`config.mk`:
```
export PLATFORM = sky130hd
export DESIGN_NAME = neuron_ser_acc_flat
export DESIGN_NICKNAME = d
export VERILOG_FILES = /design/src/rtl/neuron_grid_pkg.sv /design/src/rtl/neuron_ser_acc_if.sv /design/src/rtl/neuron_sat18.sv /design/src/rtl/neuron_ser_acc.sv /design/src/flat_wrapper.sv
export SDC_FILE = /design/constraint.sdc
export NUM_CORES = 1
export LEC_CHECK = 0
export CORE_ASPECT_RATIO = 0.75
export CORE_MARGIN = 2
export CORE_UTILIZATION = 59
export DETAILED_ROUTE_END_ITERATION = 16
export PLACE_DENSITY = 0.83
export SETUP_SLACK_MARGIN = 0.15
export SLEW_MARGIN = 10
export SYNTH_ARGS = -nofsm -noshare
export SYNTH_HDL_FRONTEND = slang
export SYNTH_SLANG_ARGS = --single-unit
```
`constraint.sdc`:
```
create_clock -name clk -period 4.4 [get_ports clk]
set_clock_uncertainty 0.15 [all_clocks]
set_input_delay 0.88 -clock clk [delete_from_list [all_inputs] [get_ports clk]]
set_output_delay 0.88 -clock clk [all_outputs]
set_load 0.1 [all_outputs]
```
`src/rtl/neuron_grid_pkg.sv`:
```
// Shared constants and state encoding for the serial neuron grid.
// Used by the accumulator and the saturation helper.
package neuron_grid_pkg;

  localparam int ACC_OUT_W = 18;
  localparam int MSB_W     = 6;
  localparam int LSB_W     = 12;
  localparam int ACC_MAX   = 131071;
  localparam int ACC_MIN   = -131072;

  typedef enum logic [1:0] {
    S_IDLE  = 2'd0,
    S_ACCUM = 2'd1,
    S_DONE  = 2'd2
  } state_e;

endpackage

```
`src/rtl/neuron_ser_acc_if.sv`:
```
// Bit-serial input and result handshake bundle
// between a neuron source and the accumulator.
interface neuron_ser_acc_if #(
  parameter int W_WIDTH = 8
);

  logic               start;
  logic               in_valid;
  logic               in_ready;
  logic               x_bit;
  logic [W_WIDTH-1:0] w;
  logic               dout_valid;
  logic               dout_ready;
  logic [5:0]         dout_msb;
  logic [11:0]        dout_lsb;
  logic               busy;

  modport master (
    output start, in_valid, x_bit, w,
    output dout_ready,
    input  in_ready, dout_valid,
    input  dout_msb, dout_lsb, busy
  );

  modport slave (
    input  start, in_valid, x_bit, w,
    input  dout_ready,
    output in_ready, dout_valid,
    output dout_msb, dout_lsb, busy
  );

endinterface

```
`src/rtl/neuron_sat18.sv`:
```
// Combinational clamp of a wide signed sum
// into the 18-bit signed grid range.
module neuron_sat18
  import neuron_grid_pkg::*;
#(
  parameter int IN_W = 24
) (
  input  logic signed [IN_W-1:0]      i_acc,
  output logic        [ACC_OUT_W-1:0] o_sat
);

  localparam logic signed [IN_W-1:0] MAXV =
    IN_W'(ACC_MAX);
  localparam logic signed [IN_W-1:0] MINV =
    IN_W'(ACC_MIN);

  always_comb begin
    o_sat = i_acc[ACC_OUT_W-1:0];
    if (i_acc > MAXV)
      o_sat = MAXV[ACC_OUT_W-1:0];
    else if (i_acc < MINV)
      o_sat = MINV[ACC_OUT_W-1:0];
  end

endmodule

```
`src/rtl/neuron_ser_acc.sv`:
```
// Bit-serial shift-add neuron accumulator producing
// the saturated 18-bit pre-activation value.
module neuron_ser_acc
  import neuron_grid_pkg::*;
#(
  parameter int W_WIDTH   = 8,
  parameter int X_BITS    = 8,
  parameter int N_INPUTS  = 16,
  parameter int ACC_INT_W = 24
) (
  input logic            clk,
  input logic            rst,
  neuron_ser_acc_if.slave bus
);

  localparam int BC_W =
    (X_BITS > 1) ? $clog2(X_BITS) : 1;
  localparam int IC_W =
    (N_INPUTS > 1) ? $clog2(N_INPUTS) : 1;

  state_e                 r_state;
  logic signed [ACC_INT_W-1:0] r_acc;
  logic [BC_W-1:0]        r_bit_cnt;
  logic [IC_W-1:0]        r_in_cnt;
  logic                   r_in_ready;
  logic                   r_dout_valid;
  logic [MSB_W-1:0]       r_dout_msb;
  logic [LSB_W-1:0]       r_dout_lsb;
  logic                   r_busy;

  logic signed [ACC_INT_W-1:0] w_wext;
  logic signed [ACC_INT_W-1:0] w_addend;
  logic signed [ACC_INT_W-1:0] w_acc_nxt;
  logic [ACC_OUT_W-1:0]   w_sat;
  logic                   w_accept;
  logic                   w_last_bit;
  logic                   w_last_in;

  assign w_wext =
    ACC_INT_W'(signed'(bus.w));
  assign w_addend = bus.x_bit
    ? (w_wext <<< r_bit_cnt)
    : '0;
  assign w_acc_nxt = r_acc + w_addend;
  assign w_accept =
    bus.in_valid & r_in_ready;
  assign w_last_bit =
    (r_bit_cnt == BC_W'(X_BITS - 1));
  assign w_last_in =
    (r_in_cnt == IC_W'(N_INPUTS - 1));

  // clamp sees the sum including the final bit
  neuron_sat18 #(
    .IN_W(ACC_INT_W)
  ) u_sat (
    .i_acc(w_acc_nxt),
    .o_sat(w_sat)
  );

  always_ff @(posedge clk) begin
    if (rst) begin
      r_state      <= S_IDLE;
      r_acc        <= '0;
      r_bit_cnt    <= '0;
      r_in_cnt     <= '0;
      r_in_ready   <= 1'b0;
      r_dout_valid <= 1'b0;
      r_dout_msb   <= '0;
      r_dout_lsb   <= '0;
      r_busy       <= 1'b0;
    end else begin
      unique case (r_state)
        S_IDLE: begin
          if (bus.start) begin
            r_acc      <= '0;
            r_bit_cnt  <= '0;
            r_in_cnt   <= '0;
            r_in_ready <= 1'b1;
            r_busy     <= 1'b1;
            r_state    <= S_ACCUM;
          end
        end
        S_ACCUM: begin
          if (w_accept) begin
            r_acc <= w_acc_nxt;
            if (w_last_bit) begin
              r_bit_cnt <= '0;
              r_in_cnt  <= r_in_cnt + 1'b1;
              if (w_last_in) begin
                r_in_ready   <= 1'b0;
                r_dout_valid <= 1'b1;
                r_dout_msb   <=
                  w_sat[ACC_OUT_W-1:LSB_W];
                r_dout_lsb   <=
                  w_sat[LSB_W-1:0];
                r_state      <= S_DONE;
              end
            end else begin
              r_bit_cnt <= r_bit_cnt + 1'b1;
            end
          end
        end
        S_DONE: begin
          if (bus.dout_ready) begin
            r_dout_valid <= 1'b0;
            r_busy       <= 1'b0;
            r_state      <= S_IDLE;
          end
        end
        default: r_state <= S_IDLE;
      endcase
    end
  end

  assign bus.in_ready   = r_in_ready;
  assign bus.dout_valid = r_dout_valid;
  assign bus.dout_msb   = r_dout_msb;
  assign bus.dout_lsb   = r_dout_lsb;
  assign bus.busy       = r_busy;

endmodule

```
`src/flat_wrapper.sv`:
```
// flat-port wrapper written by rule: the top's interface ports become plain ports
module neuron_ser_acc_flat import neuron_grid_pkg::*;
#(
  parameter int W_WIDTH   = 8,
  parameter int X_BITS    = 8,
  parameter int N_INPUTS  = 16,
  parameter int ACC_INT_W = 24
)
  (clk, rst, bus_start, bus_in_valid, bus_x_bit, bus_w, bus_dout_ready, bus_in_ready, bus_dout_valid, bus_dout_msb, bus_dout_lsb, bus_busy);
  neuron_ser_acc_if #(.W_WIDTH(W_WIDTH)) bus_i ();
  input logic clk;
  input logic rst;
  input wire logic [$bits(bus_i.start)-1:0] bus_start;
  input wire logic [$bits(bus_i.in_valid)-1:0] bus_in_valid;
  input wire logic [$bits(bus_i.x_bit)-1:0] bus_x_bit;
  input wire logic [$bits(bus_i.w)-1:0] bus_w;
  input wire logic [$bits(bus_i.dout_ready)-1:0] bus_dout_ready;
  output wire logic [$bits(bus_i.in_ready)-1:0] bus_in_ready;
  output wire logic [$bits(bus_i.dout_valid)-1:0] bus_dout_valid;
  output wire logic [$bits(bus_i.dout_msb)-1:0] bus_dout_msb;
  output wire logic [$bits(bus_i.dout_lsb)-1:0] bus_dout_lsb;
  output wire logic [$bits(bus_i.busy)-1:0] bus_busy;
  assign bus_i.start = bus_start;
  assign bus_i.in_valid = bus_in_valid;
  assign bus_i.x_bit = bus_x_bit;
  assign bus_i.w = bus_w;
  assign bus_i.dout_ready = bus_dout_ready;
  assign bus_in_ready = bus_i.in_ready;
  assign bus_dout_valid = bus_i.dout_valid;
  assign bus_dout_msb = bus_i.dout_msb;
  assign bus_dout_lsb = bus_i.dout_lsb;
  assign bus_busy = bus_i.busy;
  neuron_ser_acc #(.W_WIDTH(W_WIDTH), .X_BITS(X_BITS), .N_INPUTS(N_INPUTS), .ACC_INT_W(ACC_INT_W)) u_core (.clk(clk), .rst(rst), .bus(bus_i));
endmodule
```
# Word-level counts from Yosys, hierarchy flattened

Cells that the tools add are included.

$add $sub $neg: 3
Magnitude comparators: 2
Eq/ne operators: 9
Shift-type cells: 1
Mux-type cells: 31
Bitwise operators: 1
Reduce and logical (&&, ||, !) cells: 11

Operators with widths:

| kind                   | count |
|---|---|
| $mux W24               | 3 |
| $pmux W24 S2           | 1 |
| $mux W18               | 2 |
| $add A24 B24 Y24       | 1 |
| $gt A24 B18 Y1 const B | 1 |
| $lt A24 B18 Y1 const B | 1 |
| $sshl A24 B3 Y24       | 1 |
| $reduce_and A5 Y1      | 3 |
| $mux W4                | 3 |
| $mux W2                | 5 |
| $mux W3                | 3 |
| $mux W1                | 8 |
| $pmux W4 S2            | 1 |
| $reduce_and A4 Y1      | 2 |
| $ne A2 B1 Y1 const B   | 3 |
| $pmux W1 S2            | 3 |
| $pmux W2 S3            | 1 |
| $pmux W3 S2            | 1 |
| $reduce_and A3 Y1      | 2 |
| $reduce_bool A2 Y1     | 3 |
| $add A4 B1 Y4 const B  | 1 |
| $eq A4 B4 Y1 const B   | 1 |
| $ne A2 B2 Y1 const B   | 2 |
| $add A3 B1 Y3 const B  | 1 |
| other kinds (5)        | 5 |

Flip-flop bits (word level): 54
Bits of input ports: 14
Output and inout port bits: 21
Word-level logic and storage cells: 67

# Logic depth before layout (Yosys ltp)

Gate-level depths: netlist of the first run.

Word-level depth: 6
Depth in mapped cells: 18
Depth with buffers taken out: 16

# Modules after synthesis

A second synthesis of the first run with hierarchy kept.

Cells, all modules: 499
Area total of the unflattened synthesis: 3982.6 µm²

By module, submodules not included:

| module         | times used | cells an instance | area an instance (µm²) | sequential area each (µm²) |
|---|---|---|---|---|
| neuron_ser_acc | 1          | 451               | 3560.9                 | 1081.0 |
| neuron_sat18   | 1          | 48                | 421.7                  | 0.0 |

# Worst setup path before layout of the first run

Ideal clock, no wire load.

Path kind: input to register
From: in bus_w[4]
To: reg u_core.r_dout_lsb[10], in the netlist u_core.bus.dout_lsb[10]
Library setup time: 115 ps
Arrival: 3602 ps
Data required time: 4135 ps
Path slack: 533 ps
Stages: 15
Path buffers: 2
Cell sequence: mux4_2 nand2_1 a21oi_1 ha_1 buf_2 nand3_1 o211ai_1 nor3_1 a32o_2 o31ai_2 xnor2_1 inv_1 a41oi_4 buf_8 o21ai_2

Longest elaborated chain between the ends: 6
Elaborated cells between the ends (all ways): 7
Classes of those cells: add/sub: 1; order compare: 2; shift: 1; mux: 3

RTL lines:

| what                   | RTL line             | text |
|---|---|---|
| start: declaration     | flat_wrapper.sv:16   | `input wire logic [$bits(bus_i.w)-1:0] bus_w;` |
| $sshl A24 B3 Y24 *     | neuron_ser_acc.sv:42 | `? (w_wext <<< r_bit_cnt)` |
| $mux W24 *             | neuron_ser_acc.sv:42 |  |
| $add A24 B24 Y24 *     | neuron_ser_acc.sv:44 | `assign w_acc_nxt = r_acc + w_addend;` |
| $lt A24 B18 Y1         | neuron_sat18.sv:21   | `else if (i_acc < MINV)` |
| $mux W18               | neuron_sat18.sv:21   |  |
| $mux W18 *             | neuron_sat18.sv:19   | `if (i_acc > MAXV)` |
| end signal: assignment | neuron_ser_acc.sv:94 | `r_dout_lsb <=` |
| end: declaration       | neuron_ser_acc.sv:28 | `logic [LSB_W-1:0] r_dout_lsb;` |

Every way passes the cells marked *; elsewhere a longest branch is shown, timed or not.
A chain may end at the register's enable or synchronous reset.

# Worst setup path in the final report of the first run

From: reg u_core.r_bit_cnt[1]
To: reg u_core.r_dout_lsb[1], in the netlist u_core.bus.dout_lsb[1]

Longest elaborated chain between the ends: 6
Elaborated cells between the ends (all ways): 9
Classes of those cells: add/sub: 1; order compare: 2; eq/ne: 1; shift: 1; mux: 3; reduce/logical: 1

RTL lines:

| what                     | RTL line             | text |
|---|---|---|
| start: declaration       | neuron_ser_acc.sv:23 | `logic [BC_W-1:0] r_bit_cnt;` |
| start signal: assignment | neuron_ser_acc.sv:99 | `r_bit_cnt <= r_bit_cnt + 1'b1;` |
| $sshl A24 B3 Y24         | neuron_ser_acc.sv:42 |  |
| $mux W24                 | neuron_ser_acc.sv:42 |  |
| $add A24 B24 Y24         | neuron_ser_acc.sv:44 |  |
| $lt A24 B18 Y1           | neuron_sat18.sv:21   |  |
| $mux W18                 | neuron_sat18.sv:21   |  |
| $mux W18                 | neuron_sat18.sv:19   |  |

Parallel ways exist; a longest one is shown, timed or not.

==> key figures, run 1 <==
Run status
  • Outcome: finished, final reports clean

Timing
  • Final Hold Vio Count: 0
  • Final period util: 97.4%
  • Worst rel slew slack: 33.1%
  • Final setup margin: 113 ps
  • Post-route minimum period: 4290 ps
  • Setup violators final: 0
  • Max Slew Vio Count: 0
  • FMAX: 233 MHz
  • Setup TNS Final: 0 ps
  • Worst-margin pin slew: 1000 ps

Global route
  • Met2 Track Usage GR: 49.6%
  • Largest net degree at the start of global routing: 55
  • Routing usage on met3: 5.32%
  • Total grt overflow: 0
  • Initial antenna violation count: 0
  • First-pass GRT wire length: 18400 microns
  • Vias in the first global route: 3812
  • Total global-route track usage: 30.7%
  • M1 GR Usage: 42.7%
  • Most Crowded Layer GR: met2

Min path
  • Hold Startpoint: u_core.r_acc[20]
  • Hold/Removal Path Class: flop to flop

Synthesis
  • Syn Inst Count: 526
  • Sequential-to-total area share from yosys stat: 26.9%
  • Number of synthesized flops with an enable pin: 0
  • Synth top area share: 26.9%
  • Synthesized net count: 567
  • YS warnings: 0
  • Cell taking the most area after synthesis: dfxtp_1
  • Top cells by area, synth: dfxtp_1 (27%), nor2_1 (8.8%), ha_1 (8.1%)
  • Primary FF master, synth: dfxtp_1
  • Synth Area per Inst: 7.65 sq um
  • Fraction of registers with async set/reset: 0%
  • Synth unique cells: 68
  • Netlist Area Pre-Place: 4020 sq um
  • Synth Register Bits: 54

Worst setup path
  • CP Launch Type: flop
  • CP max FO: 10
  • R2R Setup Slk: 110 ps
  • Setup CP Type: flop to flop
  • Crit path from: u_core.r_bit_cnt[1]
  • Crit path DAT: 4400 ps
  • Worst Path Required: 4520 ps
  • Reg2reg start: u_core.r_bit_cnt[1]
  • Worst Setup End Kind: flop

Final layout
  • Commonest non-fill, non-tap cell in the layout: nor2_1
  • Number of fillers in the final layout: 443
  • Layout cells sized above 1: 25.3%
  • Most frequent cells in the layout: nor2_1 (91), buf_4 (68), dfxtp_1 (54)
  • Design Area, Final: 5290 sq um
  • N_diodes: 0
  • Area grow syn2layout: 31.5%
  • Nets: 652
  • Final Instance Count excl. Fillers: 696

Power and ir drop
  • Leakage: 2.20 nW
  • Reg power frac: 48.3%
  • Internal: 699 uW
  • IR drop worst, VDD: 0.124 mV
  • Clock Power Share: 30.3%
  • PwrDens: 195 nW/um^2
  • Psw: 330 uW
  • Comb power frac: 21.3%
  • Net Sw Frac: 32.1%

Clock network
  • H-tree depth: 2
  • Clk slew on worst S/H paths: 110 ps
  • Num CTS Buffers: 5
  • CTS tree: built
  • Longest Clk Path Bufs: 2
  • Num Clock Sinks: 54
  • Skew-Pair Late Insertion Delay: 330 ps
  • Hold buffer count at cts: 0
  • CTS Root Cell: clkbuf_8

Detailed routing
  • DR pass1 iterations: 6
  • Via count: 4562
  • Antenna viol nets, final: 0
  • Drt wl/cell: 19.1 microns
  • Drt drc: 0
  • Iteration-0 DRC Markers: 642
  • Post-Route WL: 13300 microns
  • Vias/cell: 6.55

Die
  • Core ar.: 6700 sq um
  • Row count: 26
  • Num ports: 35
  • Die X: 99.3 microns
  • Height of the die: 75.5 microns
  • Initial Util: 60.0%
  • Area of the die: 7500 sq um

Place
  • DP Area: 4760 sq um
  • Placer Congestion: 0.973
  • Post-placement cell count: 673
  • PortBufs: 34
  • DP Worst Slack: -243 ps
  • DP HPWL: 8260 microns

Flow run
  • Max cap viols: 0
-- registers in the layout, indices dropped and copies added, names as in the netlist --
register	cells
u_core.bus.in_ready	1
u_core.bus.dout_lsb	12
u_core.r_bit_cnt	3
u_core.r_acc	24
u_core.bus.busy	1
u_core.bus.dout_msb	6
u_core.bus.dout_valid	1
u_core.r_in_cnt	4
u_core.r_state	2
-- metal layers --
layer  wire, microns  vias up
met3            1460       60
met2            6000      325
met5               0        -
li1                -     2071
met4             490        0
met1            5320     2106
-- cell usage after synthesis (7+ instances only) --
cell,instances
nor2_1,94
dfxtp_1,54
nand2_1,48
a21oi_1,43
ha_1,26
nand3_1,26
a22oi_1,23
o21ai_0,22
clkbuf_1,18
nor3_1,15
inv_1,13
o21ai_2,11
xnor2_1,9
a211oi_1,8
xor2_1,8
nand4_1,7
-- final timing paths --
kind | endpoint | cells past startpoint
min | u_core.r_acc[20] | 2
min reg2reg | u_core.r_acc[20] | 2
max reg2reg | u_core.bus.dout_lsb[1] | 16
max | u_core.bus.dout_lsb[1] | 16
-- power groups by stage --
stage               clock [mW]  combinational (mW)  sequential, mW
finish                   0.312               0.220           0.498
floorplan                    0               0.107           0.519
detailed placement           0               0.187           0.508
global route             0.326               0.232           0.498
global placement             0               0.182           0.508
CTS                      0.307               0.192           0.497
-- critical path, stage by stage (launching register included) --
cell	delay (ps)
dfxtp_1	550
buf_4	230
mux2i_2	260
nor2_1	100
a31oi_1	270
nor2_1	120
ha_1	350
a21oi_1	140
o211ai_2	310
a21oi_1	170
nor4_1	450
nor3_2	120
buf_4	170
nor3_4	210
a41oi_4	230
clkbuf_16	240
o21ai_2	130
-- kinds of logic after synthesis --
kind of cell | after synthesis | share of synthesized area (%)
flip-flops | 54 | 26.9
AO/OA/AOI/OAI | 151 | 26.9
buffers and inverters | 44 | 5.10
XOR/XNOR | 17 | 3.70
AND/OR/NAND/NOR | 223 | 25.6
adder cells (fa/ha/maj) | 27 | 8.59
multiplexers | 10 | 3.20
-- area by class of cell --
type                       count  area (sq um)  share of cell area, %
clock buffer                   5          68.8                   1.30
clock inverter                 3          28.8                  0.544
inverter                      14          56.3                   1.06
multi-input combinational    430          3000                   56.7
sequential                    54          1080                   20.4
tap                           84           105                   1.99
timing repair buffer         106           950                   18.0
-- through the flow --
stage | util, % | hold slack (ps) | power (mW)
5_1_grt | 78.9 | 375 | 1.06
6_report | 78.9 | 346 | 1.03
3_5_place_dp | 71.1 | 322 | 0.695
4_1_cts | 73.8 | 341 | 0.996
3_3_place_gp | 71.1 | 307 | 0.691
2_1_floorplan | - | 291 | 0.626
-- what timing repair did --
item,CTS,global route
pin swaps,6,31
buffers inserted,2,9
gates resized for setup,8,58
endpoints found under the setup margin,16,19
cloned,2,2
Note: power is estimated with default switching activity, not from simulation.
==> run 2: changes to the inputs <==
--- a/config.mk
+++ b/config.mk
@@ -5,13 +5,14 @@
 export SDC_FILE = /design/constraint.sdc
 export NUM_CORES = 1
 export LEC_CHECK = 0
-export CORE_ASPECT_RATIO = 0.75
+export CORE_ASPECT_RATIO = 1.1
 export CORE_MARGIN = 2
 export CORE_UTILIZATION = 59
 export DETAILED_ROUTE_END_ITERATION = 16
+export MAX_ROUTING_LAYER = met4
 export PLACE_DENSITY = 0.83
 export SETUP_SLACK_MARGIN = 0.15
-export SLEW_MARGIN = 10
+export SLEW_MARGIN = 15
 export SYNTH_ARGS = -nofsm -noshare
 export SYNTH_HDL_FRONTEND = slang
 export SYNTH_SLANG_ARGS = --single-unit
==> run 2 against run 1 <==
Non-clock buffer count grew 14. Wire length shrank 3.1%. Hold slack lost 2.5 ps.
==> key figures, run 2 (same netlist as run 1, synthesis figures left out) <==
Run status
  • Outcome: finished, final reports clean

Detailed routing
  • Drt wl/cell: 18.2 microns
  • DR pass1 iterations: 5
  • Antenna viol nets, final: 0
  • Via count: 4568
  • Vias/cell: 6.46
  • Iteration-0 DRC Markers: 422
  • Post-Route WL: 12900 microns
  • Drt drc: 0

Place
  • DP HPWL: 8570 microns
  • PortBufs: 34
  • Placer Congestion: 0.979
  • DP Worst Slack: -260 ps

Power and ir drop
  • Total power: 1.08 mW
  • Net Sw Frac: 28.5%
  • Clock Power Share: 33.6%
  • Leakage: 2.20 nW
  • PwrDens: 204 nW/um^2
  • Psw: 308 uW
  • Internal: 773 uW
  • Comb power frac: 20.4%
  • Reg power frac: 46.1%
  • IR drop worst, VDD: 0.157 mV

Global route
  • Total global-route track usage: 31.7%
  • Vias in the first global route: 4110
  • First-pass GRT wire length: 18300 microns
  • Total grt overflow: 0
  • Initial antenna violation count: 0
  • Largest net degree at the start of global routing: 55

Worst setup path
  • Reg2reg start: u_core.r_bit_cnt[0]
  • Worst Path Required: 4510 ps
  • WP buf/inv: 5
  • Crit path DAT: 4320 ps
  • Setup CP Type: input port to flop
  • CP max stage delay: 480 ps
  • CP most frequent cell: buf_4
  • Crit path max-delay cell type: clkdlybuf4s50_1
  • Worst Setup End Kind: flop
  • CP max FO: 10
  • Cell family contributing the most delay on the critical path: compound AO/OA/AOI/OAI gates
  • CP Launch Type: input port
  • Crit path from: bus_w[7]
  • Cells along the critical path: clkdlybuf4s50_1 > buf_4 > nand2_1 > o22ai_1 > ha_1 > a21oi_1 > buf_4 > nor3_1 > a211oi_1 > o311a_1 > nor3_2 > buf_4 > nor3_2 > a41oi_4 > buf_12 > o21ai_2

Die
  • Core ar.: 6590 sq um
  • Num ports: 35
  • Height of the die: 90.6 microns
  • Initial Util: 61.0%
  • Die X: 82.7 microns
  • Row count: 31
  • Area of the die: 7490 sq um

Final layout
  • Most frequent cells in the layout: nor2_1 (91), buf_4 (83), dfxtp_1 (54)
  • Commonest non-fill, non-tap cell in the layout: nor2_1
  • Nets: 665
  • Biggest register: u_core.r_acc
  • Area grow syn2layout: 31.5%
  • Max FFs per register: 24
  • N_diodes: 0
  • Layout cells sized above 1: 26.1%

Timing
  • Hold WS: 344 ps
  • Setup TNS Final: 0 ps
  • FMAX: 237 MHz
  • Worst rel slew slack: 31.9%
  • Final setup margin: 185 ps
  • Max Slew Vio Count: 0
  • Worst-margin pin slew: 1020 ps
  • Unrepaired setup endpoints after global routing: true
  • Post-route minimum period: 4210 ps
  • Final period util: 95.8%
  • Final Hold Vio Count: 0
  • Setup violators final: 0

Clock network
  • Num Clock Sinks: 54
  • CTS tree: built
  • Longest Clk Path Bufs: 2
  • H-tree depth: 2
  • Num CTS Buffers: 5
  • CTS Root Cell: clkbuf_8
  • Skew-Pair Late Insertion Delay: 320 ps
  • Clk slew on worst S/H paths: 100 ps

Flow run
  • Max cap viols: 0

Min path
  • Hold/Removal Path Class: flop to flop
  • Hold Startpoint: u_core.bus.busy
-- run 2: routing by layer --
metal	part of all wire [%]	global-route usage (%)	wire length, microns
met2	50	52.7	6410
met4	6.1	19.7	783
met1	38	35.0	4920
met3	5.8	4.20	752
met5	0	-	0
-- run 2: repair_timing --
| item | in CTS | in global routing |
|---|---|---|
| resized for setup | 3 | 47 |
| hold buffers | 0 | 0 |
| pin swaps | 1 | 20 |
| buffers inserted | 2 | 12 |
| endpoints found under the setup margin | 15 | 22 |
| gates cloned | 0 | 1 |
-- run 2: worst paths after layout --
check	endpoint	slack, ps	cells after the start
max reg2reg	u_core.bus.dout_lsb[11]	370	16
min reg2reg	u_core.bus.busy	340	2
min	u_core.bus.busy	340	2
max	u_core.bus.dout_lsb[4]	190	16
-- run 2: layout make-up --
| cell class | count | area, sq um |
|---|---|---|
| clock buffer | 6 | 82.6 |
| timing repair buffer | 120 | 1010 |
| inverter | 14 | 52.6 |
| tap | 82 | 103 |
| fill | 410 | 1310 |
| multi-input combinational | 429 | 2920 |
| clock inverter | 2 | 38.8 |
| sequential | 54 | 1080 |
-- run 2: metrics by stage --
| step | utilization, % | instance area, sq um | std cells |
|---|---|---|---|
| after floorplan | - | 4020 | 526 |
| after detailed placement | 73.7 | 4860 | 684 |
| after global routing | 80.2 | 5290 | 707 |
| after CTS | 76.0 | 5010 | 694 |
| final | 80.2 | 5290 | 707 |
| after global placement | 73.7 | 4860 | 684 |
-- run 2: tightest hold or removal path: stages, from the launching register on --
cell and delay, ps:
dfxtp_1 330, o21ai_0 70, a21oi_1 60
-- run 2: power by group through the flow --
stage	registers (mW)	clock network [mW]	logic (mW)
finish	0.498	0.363	0.220
global route	0.499	0.386	0.234
CTS	0.498	0.364	0.197
detailed placement	0.509	0	0.193
global placement	0.509	0	0.189
floorplan	0.519	0	0.107
